<file path="config.mk">
export PLATFORM = sky130hd
export DESIGN_NAME = display_scan_ctrl
export DESIGN_NICKNAME = d
export VERILOG_FILES = /design/src/rtl/display_pkg.sv /design/src/rtl/bin2bcd_seq.sv /design/src/rtl/display_scan_ctrl.sv
export SDC_FILE = /design/constraint.sdc
export NUM_CORES = 1
export LEC_CHECK = 0
export CAP_MARGIN = 20
export CELL_PAD_IN_SITES_DETAIL_PLACEMENT = 0
export CELL_PAD_IN_SITES_GLOBAL_PLACEMENT = 2
export CORE_MARGIN = 4
export CORE_UTILIZATION = 35
export DETAILED_ROUTE_END_ITERATION = 8
export GPL_ROUTABILITY_DRIVEN = 0
export PLACE_DENSITY_LB_ADDON = 0.1
export SYNTH_ARGS = -nofsm -noshare
export SYNTH_HDL_FRONTEND = slang
export SYNTH_SLANG_ARGS = --single-unit
</file>
<file path="constraint.sdc">
create_clock -name clk -period 1.6 [get_ports clk]
set_input_delay 0.24 -clock clk [delete_from_list [all_inputs] [get_ports clk]]
set_output_delay 0.24 -clock clk [all_outputs]
set_load 0.03 [all_outputs]
</file>
<file path="src/rtl/display_pkg.sv">
// Shared types and constants for the multiplexed 7-segment display feeder.
package display_pkg;

  localparam int BCD_W          = 4;
  localparam int DEF_NUM_DIGITS = 4;

  // Wide enough for any practical digit count; slice to the anode width in use.
  localparam logic [31:0] ANODE_OFF = '1;

  typedef enum logic [1:0] {
    IDLE = 2'd0,
    CONV = 2'd1,
    DONE = 2'd2
  } conv_state_e;

  function automatic int pow10(input int n);
    int r;
    r = 1;
    for (int i = 0; i < n; i++) r = r * 10;
    return r;
  endfunction

  // Largest value displayable on n digits (MAX_DISP for a given digit count).
  function automatic int max_disp(input int n);
    return pow10(n) - 1;
  endfunction

endpackage

</file>
<file path="src/rtl/bin2bcd_seq.sv">
// Sequential double-dabble converter: one shift/add-3 iteration per clock,
// with saturation to all-9s and a held result (display) register.
module bin2bcd_seq
  import display_pkg::*;
#(
  parameter int NUM_DIGITS = DEF_NUM_DIGITS,
  parameter int BIN_W      = 14
) (
  input  logic                          clk,
  input  logic                          rst_n,
  input  logic [BIN_W-1:0]              value,
  input  logic                          load,
  output logic                          busy,
  output logic                          ovf,
  output logic [BCD_W*NUM_DIGITS-1:0]   bcd,
  output logic                          done
);

  localparam int          BCD_TOT = BCD_W * NUM_DIGITS;
  localparam int          ITER_W  = $clog2(BIN_W + 1);
  localparam logic [31:0] SAT_VAL = 32'(max_disp(NUM_DIGITS));

  conv_state_e          state, state_d;
  logic [BIN_W-1:0]     shreg;
  logic [BCD_TOT-1:0]   scratch, adj;
  logic [ITER_W-1:0]    iter;
  logic                 sat, sat_q;

  assign sat  = 32'(value) > SAT_VAL;
  assign busy = (state != IDLE);
  assign done = (state == DONE);

  // NOTE: every variable written here gets a default first so no path leaves
  // it unassigned; a missing default is how combinational blocks grow latches.
  always_comb begin
    state_d = state;
    unique case (state)
      IDLE:    if (load) state_d = CONV;
      CONV:    if (iter == ITER_W'(BIN_W - 1)) state_d = DONE;
      DONE:    state_d = IDLE;
      default: state_d = IDLE;
    endcase
  end

  // NOTE: sequential state uses non-blocking assignments so every register
  // samples pre-edge values regardless of statement order.
  always_ff @(posedge clk or negedge rst_n) begin
    if (!rst_n) state <= IDLE;
    else        state <= state_d;
  end

  // Add 3 to every nibble >= 5 ahead of the shift.
  always_comb begin
    adj = scratch;
    for (int i = 0; i < NUM_DIGITS; i++) begin
      if (scratch[i*BCD_W +: BCD_W] >= BCD_W'(5))
        adj[i*BCD_W +: BCD_W] = scratch[i*BCD_W +: BCD_W] + BCD_W'(3);
    end
  end

  // NOTE: the datapath and result register are reset too, so an aborted
  // conversion can never leak a partial value onto the display.
  always_ff @(posedge clk or negedge rst_n) begin
    if (!rst_n) begin
      shreg   <= '0;
      scratch <= '0;
      iter    <= '0;
      sat_q   <= 1'b0;
      ovf     <= 1'b0;
      bcd     <= '0;
    end else begin
      unique case (state)
        IDLE: if (load) begin
          shreg   <= sat ? BIN_W'(SAT_VAL) : value;
          scratch <= '0;
          iter    <= '0;
          sat_q   <= sat;
        end
        CONV: begin
          {scratch, shreg} <= {adj, shreg} << 1;
          iter             <= iter + ITER_W'(1);
        end
        DONE: begin
          bcd <= scratch;
          ovf <= sat_q;
        end
        default: ;
      endcase
    end
  end

endmodule

</file>
<file path="src/rtl/display_scan_ctrl.sv">
// Display feeder top: binary-to-BCD conversion plus free-running digit scan
// with registered digit/anode outputs and optional leading-zero blanking.
module display_scan_ctrl
  import display_pkg::*;
#(
  parameter int NUM_DIGITS  = DEF_NUM_DIGITS,
  parameter int BIN_W       = 14,
  parameter int REFRESH_DIV = 100000,
  parameter int LZ_BLANK    = 0
) (
  input  logic                  clk,
  input  logic                  rst_n,
  input  logic [BIN_W-1:0]      value,
  input  logic                  load,
  output logic                  busy,
  output logic                  ovf,
  output logic [BCD_W-1:0]      digit,
  output logic [NUM_DIGITS-1:0] anode
);

  localparam int CNT_W = (REFRESH_DIV > 1) ? $clog2(REFRESH_DIV) : 1;
  localparam int IDX_W = (NUM_DIGITS > 1) ? $clog2(NUM_DIGITS) : 1;
  localparam logic [NUM_DIGITS-1:0] ALL_OFF   = ANODE_OFF[NUM_DIGITS-1:0];
  localparam logic [NUM_DIGITS-1:0] ANODE_RST = ALL_OFF & ~NUM_DIGITS'(1);

  logic [BCD_W*NUM_DIGITS-1:0] bcd;
  logic                        done;
  logic [CNT_W-1:0]            cnt;
  logic [IDX_W-1:0]            idx;
  logic [NUM_DIGITS-1:0]       lz, anode_d;
  logic [BCD_W-1:0]            digit_d;
  logic                        seen_nz;

  bin2bcd_seq #(
    .NUM_DIGITS (NUM_DIGITS),
    .BIN_W      (BIN_W)
  ) u_conv (
    .clk   (clk),
    .rst_n (rst_n),
    .value (value),
    .load  (load),
    .busy  (busy),
    .ovf   (ovf),
    .bcd   (bcd),
    .done  (done)
  );

  always_ff @(posedge clk or negedge rst_n) begin
    if (!rst_n) begin
      cnt <= '0;
      idx <= '0;
    end else if (cnt == CNT_W'(REFRESH_DIV - 1)) begin
      cnt <= '0;
      idx <= (idx == IDX_W'(NUM_DIGITS - 1)) ? '0 : idx + IDX_W'(1);
    end else begin
      cnt <= cnt + CNT_W'(1);
    end
  end

  // A digit is a leading zero when it and every digit above it are zero.
  always_comb begin
    seen_nz = 1'b0;
    lz      = '0;
    for (int i = NUM_DIGITS - 1; i >= 0; i--) begin
      if (bcd[i*BCD_W +: BCD_W] != '0) seen_nz = 1'b1;
      lz[i] = !seen_nz && (i != 0);
    end
  end

  always_comb begin
    digit_d = bcd[int'(idx)*BCD_W +: BCD_W];
    anode_d = ALL_OFF;
    if (!((LZ_BLANK != 0) && lz[idx])) anode_d[idx] = 1'b0;
  end

  // Digit and anode share one register stage so they always switch together.
  always_ff @(posedge clk or negedge rst_n) begin
    if (!rst_n) begin
      digit <= '0;
      anode <= ANODE_RST;
    end else begin
      digit <= digit_d;
      anode <= anode_d;
    end
  end

endmodule

</file>
# Yosys cells after proc, flatten, opt, wreduce, memory -nomap -nowiden
# Cells that the tools add are included.
word_totals:
  output_inout_bits: 10
  elab_cells: 59
  input_bits: 17
  reg_bits: 81
classes:
  n_mux: 18
  n_bitwise: 1
  n_lt_le_gt_ge: 7
  n_reduce_logical: 7
  shifts: 1
  n_eq_ne: 7
  n_addsub: 7
ops:
  columns: ["op", "count"]
  rows:
  - ["$pmux W16 S2", 1]
  - ["$mux W14", 2]
  - ["$pmux W14 S2", 1]
  - ["$add A17 B1 Y17 const B", 1]
  - ["$eq A17 B17 Y1 const B", 1]
  - ["$mux W17", 1]
  - ["$ge A4 B3 Y1 const B", 4]
  - ["$mux W16", 1]
  - ["$mux W4", 4]
  - ["$shiftx A16 B5 Y4", 1]
  - ["$gt A14 B14 Y1 const B", 1]
  - ["$add A4 B2 Y4 const B", 3]
  - ["$pmux W4 S2", 1]
  - ["$mux W2", 3]
  - ["$reduce_and A2 Y1", 3]
  - ["$add A4 B1 Y4 const B", 1]
  - ["$eq A2 B2 Y1 const B", 2]
  - ["$eq A4 B4 Y1 const B", 1]
  - ["$not A4 Y4", 1]
  - ["$pmux W2 S2", 1]
  - ["$reduce_bool A2 Y1", 2]
  - ["$add A3 B2 Y3 const B", 1]
  - ["$lt A2 B3 Y1 const B", 1]
  - ["$mux W3", 1]
  - ["9 further kinds", 9]

# Longest topological paths before layout
# Gate-level depths: netlist of run 1.
depth:
  depth_word: 5
  ltp_mapped: 6
  depth_no_buf: 6

# By module
# From an unflattened synthesis of run 1, not the netlist that was laid out.
hier_totals:
  cells_unflattened: 354
  area_unflattened_um2: 3865.0
modules_own_cells:
  columns: ["mod", "area_per_inst_um2", "cells_per_inst", "seq_area_each_um2", "n_inst"]
  rows:
  - ["bin2bcd_seq", 2587.5, 252, 1351.3, 1]
  - ["display_scan_ctrl", 1277.5, 102, 679.4, 1]

# Least setup slack after synthesis of run 1
# No wires, ideal clock.
synth_timing:
  kind: "register -> register"
  startpoint: "reg cnt[11]"
  endpoint: "reg cnt[15]"
  arrival_ns: 1.487
  stages_incl_launch_ff: 5
  slack_ns: -0.016
  synth_period_minus_slack_ns: 1.616
  required_ns: 1.470
  n_path_buf: 1
  setup_ns: 0.130
  cell_sequence: "dfrtp_1 or4_4 nor4_4 buf_6 a21oi_1"
synth_via:
  elab_chain_cells: 2
  elab_cells_between_ends: 3
  cone_classes: "add/sub: 1; eq/ne: 1; mux: 1"
synth_rtl:
  columns: ["element", "line_no", "source"]
  rows:
  - ["start, declared", "display_scan_ctrl.sv:28", "logic [CNT_W-1:0] cnt;"]
  - ["start signal, assigned", "display_scan_ctrl.sv:56", "cnt <= cnt + CNT_W'(1);"]
  - ["$add A17 B1 Y17 / $eq A17 B17 Y1 (equally long branches)", "display_scan_ctrl.sv:56, display_scan_ctrl.sv:52", null]
  - ["$mux W17 (*)", "display_scan_ctrl.sv:52", "end else if (cnt == CNT_W'(REFRESH_DIV - 1)) begin"]
# Mark *: on every way between the ends. The rest lies on a longest branch, timed or not.
# A chain may end at the register's enable or synchronous reset.

# Worst setup path after layout of run 1
layout_timing:
  startpoint: "reg cnt[6]"
  endpoint: "reg cnt[15]"
# Same word-level chain as after synthesis.

==> results of run 1 <==
## metrics by stage
stage	total power, mW	area, um^2	util [%]
final	7.052	4801	46.09
after global routing	7.597	4801	46.09
after CTS	7.034	4761	45.71
after detailed placement	5.454	4541	43.59
after global placement	5.417	4541	43.59
after floorplan	4.489	3784	-
## synth_stat cells, drive strengths merged, types with 3 or more instances
| master | n |
|---|---|
| a21oi | 16 |
| a22oi | 6 |
| a31o | 4 |
| a32o | 4 |
| and2 | 3 |
| clkbuf | 14 |
| dfrtp | 78 |
| dfstp | 3 |
| ha | 15 |
| inv | 16 |
| mux2 | 13 |
| mux4 | 4 |
| nand2 | 32 |
| nand2b | 6 |
| nand3 | 16 |
| nand4 | 6 |
| nor2 | 15 |
| o21ai | 36 |
| o31ai | 7 |
| o32ai | 3 |
| or4 | 4 |
| xnor2 | 14 |
| xor2 | 6 |
## layout make-up
type | count | area, um^2
Clock buffer | 9 | 123.9
Clock inverter | 7 | 88.84
Fill cell | 993 | 5615
Inverter | 16 | 60.06
Multi-Input combinational cell | 229 | 1659
Sequential cell | 81 | 2031
Tap cell | 136 | 170.2
Timing Repair Buffer | 77 | 668.1
## registers in the layout, indices dropped and copies added, names as in the netlist
| register | cells |
|---|---|
| anode | 4 |
| u_conv.scratch | 16 |
| u_conv.sat_q | 1 |
| u_conv.state | 2 |
| u_conv.shreg | 14 |
| u_conv.ovf | 1 |
| idx | 2 |
| u_conv.bcd | 16 |
| u_conv.iter | 4 |
| digit | 4 |
| cnt | 17 |
## kinds of logic (layout without fill, tap and decap cells)
family                   count (synthesis)  in the layout  synth area share [%]
adder cells (fa/ha/maj)                 15             15                 4.960
AND/OR/NAND/NOR                         95             95                 13.46
buffers and inverters                   32            109                 3.406
multiplexers                            17             17                 6.250
XOR/XNOR                                20             20                 4.630
flip-flops                              81             81                 53.67
AO/OA/AOI/OAI                           82             82                 13.62
## final timing paths
kind / start / end / slack, ps / cells after the start
min in group clk: value[0] / u_conv.shreg[0]$_DFFE_PN0P_ / 480 / 3
min reg2reg: u_conv.bcd[9]$_DFFE_PN0N_ / u_conv.bcd[9]$_DFFE_PN0N_ / 480 / 2
min: rst_n / u_conv.bcd[0]$_DFFE_PN0N_ / 380 / 2
max reg2reg: cnt[6]$_DFF_PN0_ / cnt[15]$_DFF_PN0_ / -30 / 4
max in group asynchronous: rst_n / u_conv.iter[2]$_DFFE_PN0P_ / 680 / 3
max: cnt[6]$_DFF_PN0_ / cnt[15]$_DFF_PN0_ / -30 / 4
## timing repair
action,in CTS,in global routing
gates resized for setup,13,11
hold endpoints to repair,28,0
pin swaps,1,3
endpoints found under the setup margin,21,22
hold buffers,1,0
setup buffers,0,2
## routing by layer
layer  track usage, %  routed length (um)  vias up
met5                0                   0        -
met2            20.30                3627       39
met1            20.30                4191     1337
met4            4.808                 104        0
met3            2.120                 217        9
li1                 -                   -     1361
## worst max-delay path: cells and delay by family (launching register included)
family | cells | cell delay, ps
AND/OR/NAND/NOR | 2 | 860
flip-flops | 1 | 380
buffers and inverters | 1 | 220
AO/OA/AOI/OAI | 1 | 50
## power by group through the flow
stage / combinational (mW) / clock, mW / sequential, mW
6_report: 2.45 / 1.58 / 3.02
5_1_grt: 2.78 / 1.71 / 3.10
4_1_cts: 2.39 / 1.64 / 3.00
3_5_place_dp: 2.41 / 0 / 3.04
3_3_place_gp: 2.38 / 0 / 3.04
2_1_floorplan: 1.50 / 0 / 2.99
==> reports/results.txt, run 1 <==
The finished layout holds 555 standard cells, fillers aside. After global routing the overflow that remains totals 0. STA classifies the critical path startpoint as a register.

The dominant cell type by area after synthesis was dfrtp_1. The flow ran to the end, but the final reports show violations. The part of the power in the clock network was 22.4%; the initial core utilization was 36.32%. Counting tap cells, the placed design contains a total of 536 instances.

Synthesis handed over a netlist of 342 instances. The maximum number of pins on one net before global-route repair was 35; the die height was 112.0 um. In the global route stage, overall resource usage came out at 13.68%. The routed layout has 2746 vias. The first global-routing pass estimated 13880 um of wire. Along the worst path, the maximum fanout reaches 9. The core region is 10420 um^2. Setup violations remaining at the end of the flow were counted as 10.

In this run the tightest slew margin relative to its limit is 68.46%. The sequential area share after synthesis was 53.67%. The stage delay of the slowest cell on the critical path was 550 ps; the initial antenna violation count was 0. Data on the critical path arrives at its endpoint at 1860 ps. The remaining routing DRC violations came out at 0.

Ranked by total cell area, the synthesized netlist is headed by dfrtp_1, ha_1, o21ai_0. Synthesis produced a netlist with a net count of 374. TritonCTS built the clock tree. The root buffer cell is clkbuf_8. The routed design could run at a clock period as short as 1630 ps. The wire-length estimate of the detail-placed layout is 5839 um. Worst-skew pair later-pin latency: 350 ps. The yosys synthesis warning count is 0. The first detailed-routing pass took 4 iterations. The count of port buffers added during placement was 26. The logs give 3 for the number of H-tree levels and 27 for the total I/O pin count. The number of distinct library cells after synthesis is 43, and the ratio of routed vias to standard cells is 4.948.

Power density over cell area: 1469 nW/um^2. The floorplan step defined a die boundary enclosing 12540 um^2. In this run the cell area of the synthesized design comes to 3784 um^2. The floorplan has 37 rows. The tools report the number of global-route vias before repair as 2731. Cell internal power was estimated by the tool at 4.598 mW. Counting flops with a built-in enable in the synthesized netlist gives 0. The path class of the tightest hold or removal check is input port to async pin.

The final setup slack of the worst path is -29.52 ps, and the mean post-synth cell area is 11.06 um^2. The area growth from synthesis to layout is 26.88%. After layout, the worst path uses 101.8% of the clock period.

Between clock sinks in the finished design, the worst skew comes to 15.56 ps. Registers are responsible for 42.8% of the overall power. The static leakage was 2.135 nW; the peak supply drop was 0.5830 mV. The tools report the number of CTS-inserted buffers as 9.

The slowest cell on the critical path was or4bb_1. The worst setup path is captured at a register. The run gives -220.3 ps as the accumulated negative setup slack. The number of hold violations in the final report was 0; the overall routed net length was 8141 um.

After synthesis the netlist holds a flip-flop and latch count of 81. The required time of the critical path came out at 1830 ps. Max-cap violations in this run came to 0.

After synthesis, the share of flip-flops with an asynchronous set or reset is 100.0%. For the remaining number of nets flagged by the antenna check after routing, the log shows 0. Of the total power, the share spent switching nets is 34.80%. The final-report max-slew violation count came out at 0. The pre-CTS worst setup slack came out at -362.1 ps. The proportion of netlist area held by the largest area contributor is 51.59%, and the minimum hold slack is 383.0 ps.

The share of total power dissipated in combinational logic is 34.8%. The commonest register cell after synthesis was dfrtp_1. For this design the total switching power over the nets is 2.454 mW. In the final layout, the share of cells above drive strength 1 is 26.97%. The longest clock path from root to sink contains 2 buffers. The top cell types in the final layout, fill and taps aside, are dfrtp_1, buf_4, o21ai_0.

For the number of violations reported at the end of detailed-routing iteration 0, the log shows 114. The average wire per cell in the routed design is 14.67 um. Setup repair after global routing could not meet its margin everywhere.

After clock tree synthesis, the clock-pin slew on the worst setup and hold paths is 90 ps. The net total in the final layout was 446. The signal on the critical path passes through or4bb_1 > nor4_4 > buf_4 > a21oi_1. The setup path with the least slack is of type register to register. The library cell used most frequently in the layout, excluding fill and tap cells, is dfrtp_1. The transition time of the tightest slew-check pin is 473.2 ps, and the floorplan die width is 112.0 um.

The checks that failed: setup timing. For the number of diodes added for antenna fixing, the log shows 0. Clock tree synthesis found a total of 81 sinks. Static timing analysis puts the maximum clock frequency at 613.7 MHz.
(Power assumes the default switching activity.)
==> run 2, diff against run 1 <==
CELL_PAD_IN_SITES_DETAIL_PLACEMENT = not set   (was 0)
CELL_PAD_IN_SITES_GLOBAL_PLACEMENT = not set   (was 2)
CORE_UTILIZATION = 53   (was 35)
CTS_CLUSTER_SIZE = 8   (was not set)
PLACE_DENSITY = 0.76   (was not set)
PLACE_DENSITY_LB_ADDON = not set   (was 0.1)
==> run 2 against run 1 <==
  * The run still ends with setup timing left
  * Register-to-register slack barely moved
  * Clock skew shrank 3.7 ps
  * Critical path depth grew 1
  * Largest cell class unchanged
==> reports/results.txt, run 2 (same netlist as run 1, synthesis figures left out) <==
Global routing consumed, over all layers together, 18.67% of the routing resources. The capturing element type of the critical path is a register. The remaining routing DRC violations came out at 0.

CTS placed an instance of clkbuf_8 at the clock tree root. Across the VDD grid, the largest voltage drop is 0.8806 mV. The flow ran to the end, but the final reports show violations. For this run, the detailed router's first-pass iteration total came to 4. Cells with a size suffix above 1 make up 26.88% of the layout. The detailed router placed 2786 vias in this run. For the number of hold violations in the final report, the log shows 0. Clock-pin slew was measured on the worst setup and hold paths at 90 ps. The floorplan die width was 92.49 um; the fraction of power spent switching nets was 35.11%.

For the total of max-cap violations, the log shows 0. Counting flops per register, the top entry is cnt. The overall routed net length was 7410 um.

Clock tree synthesis inserted a total of 9 buffers. For the final database, setup skew stands at 11.82 ps. The required time of the critical path is 1880 ps. The number of H-tree levels is 3. The sequential group share of total power is 44.6%. The register with the most flip-flops in the layout has 17 of them. The worst register-to-register path begins at cnt[14]$_DFF_PN0_.

For this design, the sink count on the clock tree is 81. In this run the power spent charging and discharging nets is 2.378 mW. Data on the critical path arrives at its endpoint at 1910 ps. The share of total power dissipated in the clock network is 20.1%. Combinational logic is responsible for 35.3% of the overall power. The critical path goes through or4_4 > nor4_4 > buf_4 > nand3_2 > o21ai_2. Entering global routing, the biggest net connects 40 pins.

The final critical-path share of the clock period works out to 101.7%. The number of setup violations in the final report is 4. The relative slew slack is 71.03%.

The die covers 8554 um^2. In this design, the stage delay of the slowest critical-path cell is 550 ps. Slowest cell on the critical path: or4_4. The worst reg2reg path endpoint was idx[0]$_DFFE_PN0N_.

Along the worst path, the maximum fanout reaches 4. The tools report the static leakage as 2.112 nW. Initial antenna violation count: 0. The finished cells cover 4686 um^2. The first global-routing pass estimated 12770 um of wire. Number of global-route vias before repair: 2770. The final reports fail on setup timing. The worst path in the final design needs a cycle of 1627 ps, including I/O delays and setup. Type of origin of the critical path: a register. The detailed router finished its first iteration with 141 violations. TritonCTS built the clock tree. Measured along the y axis, the die boundary spans 92.49 um. The number of cells on the worst reg-to-reg path was 5; the filler cell count in the final layout was 514. The total area inside the core boundary comes to 6869 um^2. For this run the aggregate overflow at the end of global routing stands at 0.

The largest registers in the layout are cnt: 17 flops, u_conv.bcd: 16 flops, u_conv.scratch: 16 flops. Static timing analysis puts the maximum clock frequency at 614.5 MHz. Compared with the post-synthesis result, the final layout area differs by 23.84%. Using the TritonRoute via totals, the vias-per-cell ratio works out to 5.473.

The tightest min-delay check is of the input port to async pin type. In this run the power density over the cells is 1445 nW/um^2. Setup repair after global routing could not meet its margin everywhere. In the layout the commonest cells are dfrtp_1, buf_4, o21ai_0. The tools report the final setup slack of the worst path as -27.23 ps. The internal power of the cells totals 4.395 mW.

The accumulated negative setup slack was -35.61 ps; the total I/O pin count was 27. Once detailed placement completed, the half-perimeter wirelength came to 5272 um. In this run the tool buffered the top-level ports with 26 buffer cells. For the worst-skew pair, the clock arrives at the later sink with an insertion delay of 350 ps. After detailed routing, the average wire length per cell comes to 14.56 um.

The final-report max-slew violation count is 0, and the remaining number of nets flagged by the antenna check after routing is 0. Largest buffer count on any clock path: 2. The capture point of the worst path was idx[0]$_DFFE_PN0N_.

The number of antenna diodes in the final layout is 0. The critical setup path kind was register to register. The initial utilization of the core area, before any placement, comes to 55.08%. Launching instance or port of the critical path: cnt[14]$_DFF_PN0_.

The most frequent standard cell in the layout excluding fill and tap cells was dfrtp_1. The floorplan has 30 rows. For the worst-case register-to-register setup slack, the log shows -30 ps.

Transition time of the tightest slew-check pin: 434.5 ps. The logs give 440 for the net total in the final layout and 4431 um^2 for the placed standard-cell area.
-- run 2: cell type report --
cell class / instances / area [um^2] / share of cell area (%)
clock buffer: 9 / 123.9 / 2.644
clock inverter: 7 / 53.80 / 1.148
inverter: 16 / 60.06 / 1.282
multi-input combinational: 229 / 1667 / 35.57
sequential: 81 / 2031 / 43.34
tap: 96 / 120.1 / 2.563
timing repair buffer: 71 / 630.6 / 13.46
-- run 2: power by group through the flow --
| stage | Clock [mW] | Combinational [mW] | Sequential (mW) |
|---|---|---|---|
| 2_1_floorplan | 0 | 1.50 | 2.99 |
| 3_3_place_gp | 0 | 2.25 | 3.01 |
| 3_5_place_dp | 0 | 2.35 | 3.04 |
| 4_1_cts | 1.40 | 2.36 | 3.00 |
| 5_1_grt | 1.46 | 2.71 | 3.10 |
| 6_report | 1.36 | 2.39 | 3.02 |
-- run 2: what timing repair did --
item / 4_1_cts / 5_1_grt
setup buffers: 2 / 2
setup endpoints to repair: 19 / 29
hold buffers: 1 / 0
hold endpoints to repair: 28 / 0
gates resized for setup: 11 / 18
pin swaps: 3 / 3
-- run 2: routing by layer --
layer	track usage [%]	vias to the layer above	routed length [um]
met2	31.24	64	3683
met5	0	-	0
met1	24.37	1364	3337
met4	7.178	0	103
met3	3.087	10	286
li1	-	1348	-
-- run 2: worst max-delay path, delay by kind of cell (launching register included) --
family          cells  cell delay, ps
simple gates        3             910
buf+inv             1             180
flops               1             390
compound gates      1              60
-- run 2: per-stage QoR --
| stage | instances | worst slack [ps] | utilization, % | hold WS, ps | total power [mW] |
|---|---|---|---|---|---|
| 5_1_grt | 509 | -99.76 | 68.21 | 388.4 | 7.270 |
| 6_report | 509 | -27.23 | 68.21 | 368.4 | 6.773 |
| 4_1_cts | 507 | -23.53 | 67.52 | 363.8 | 6.760 |
| 3_5_place_dp | 488 | -341.5 | 64.50 | 211.3 | 5.387 |
| 2_1_floorplan | 342 | -10.46 | - | -55.59 | 4.489 |
| 3_3_place_gp | 488 | -301.4 | 64.50 | 207.7 | 5.256 |
-- run 2: how the worst min path moves through the flow --
stage	startpoint	endpoint	slack, ps	cells after the start
floorplan	rst_n	anode[0]$_DFF_PN0_	-60	0
global placement	rst_n	cnt[14]$_DFF_PN0_	210	1
detailed placement	rst_n	cnt[14]$_DFF_PN0_	210	1
CTS	rst_n	digit[1]$_DFF_PN0_	360	2
global route	rst_n	digit[0]$_DFF_PN0_	390	2
finish	rst_n	cnt[14]$_DFF_PN0_	370	2
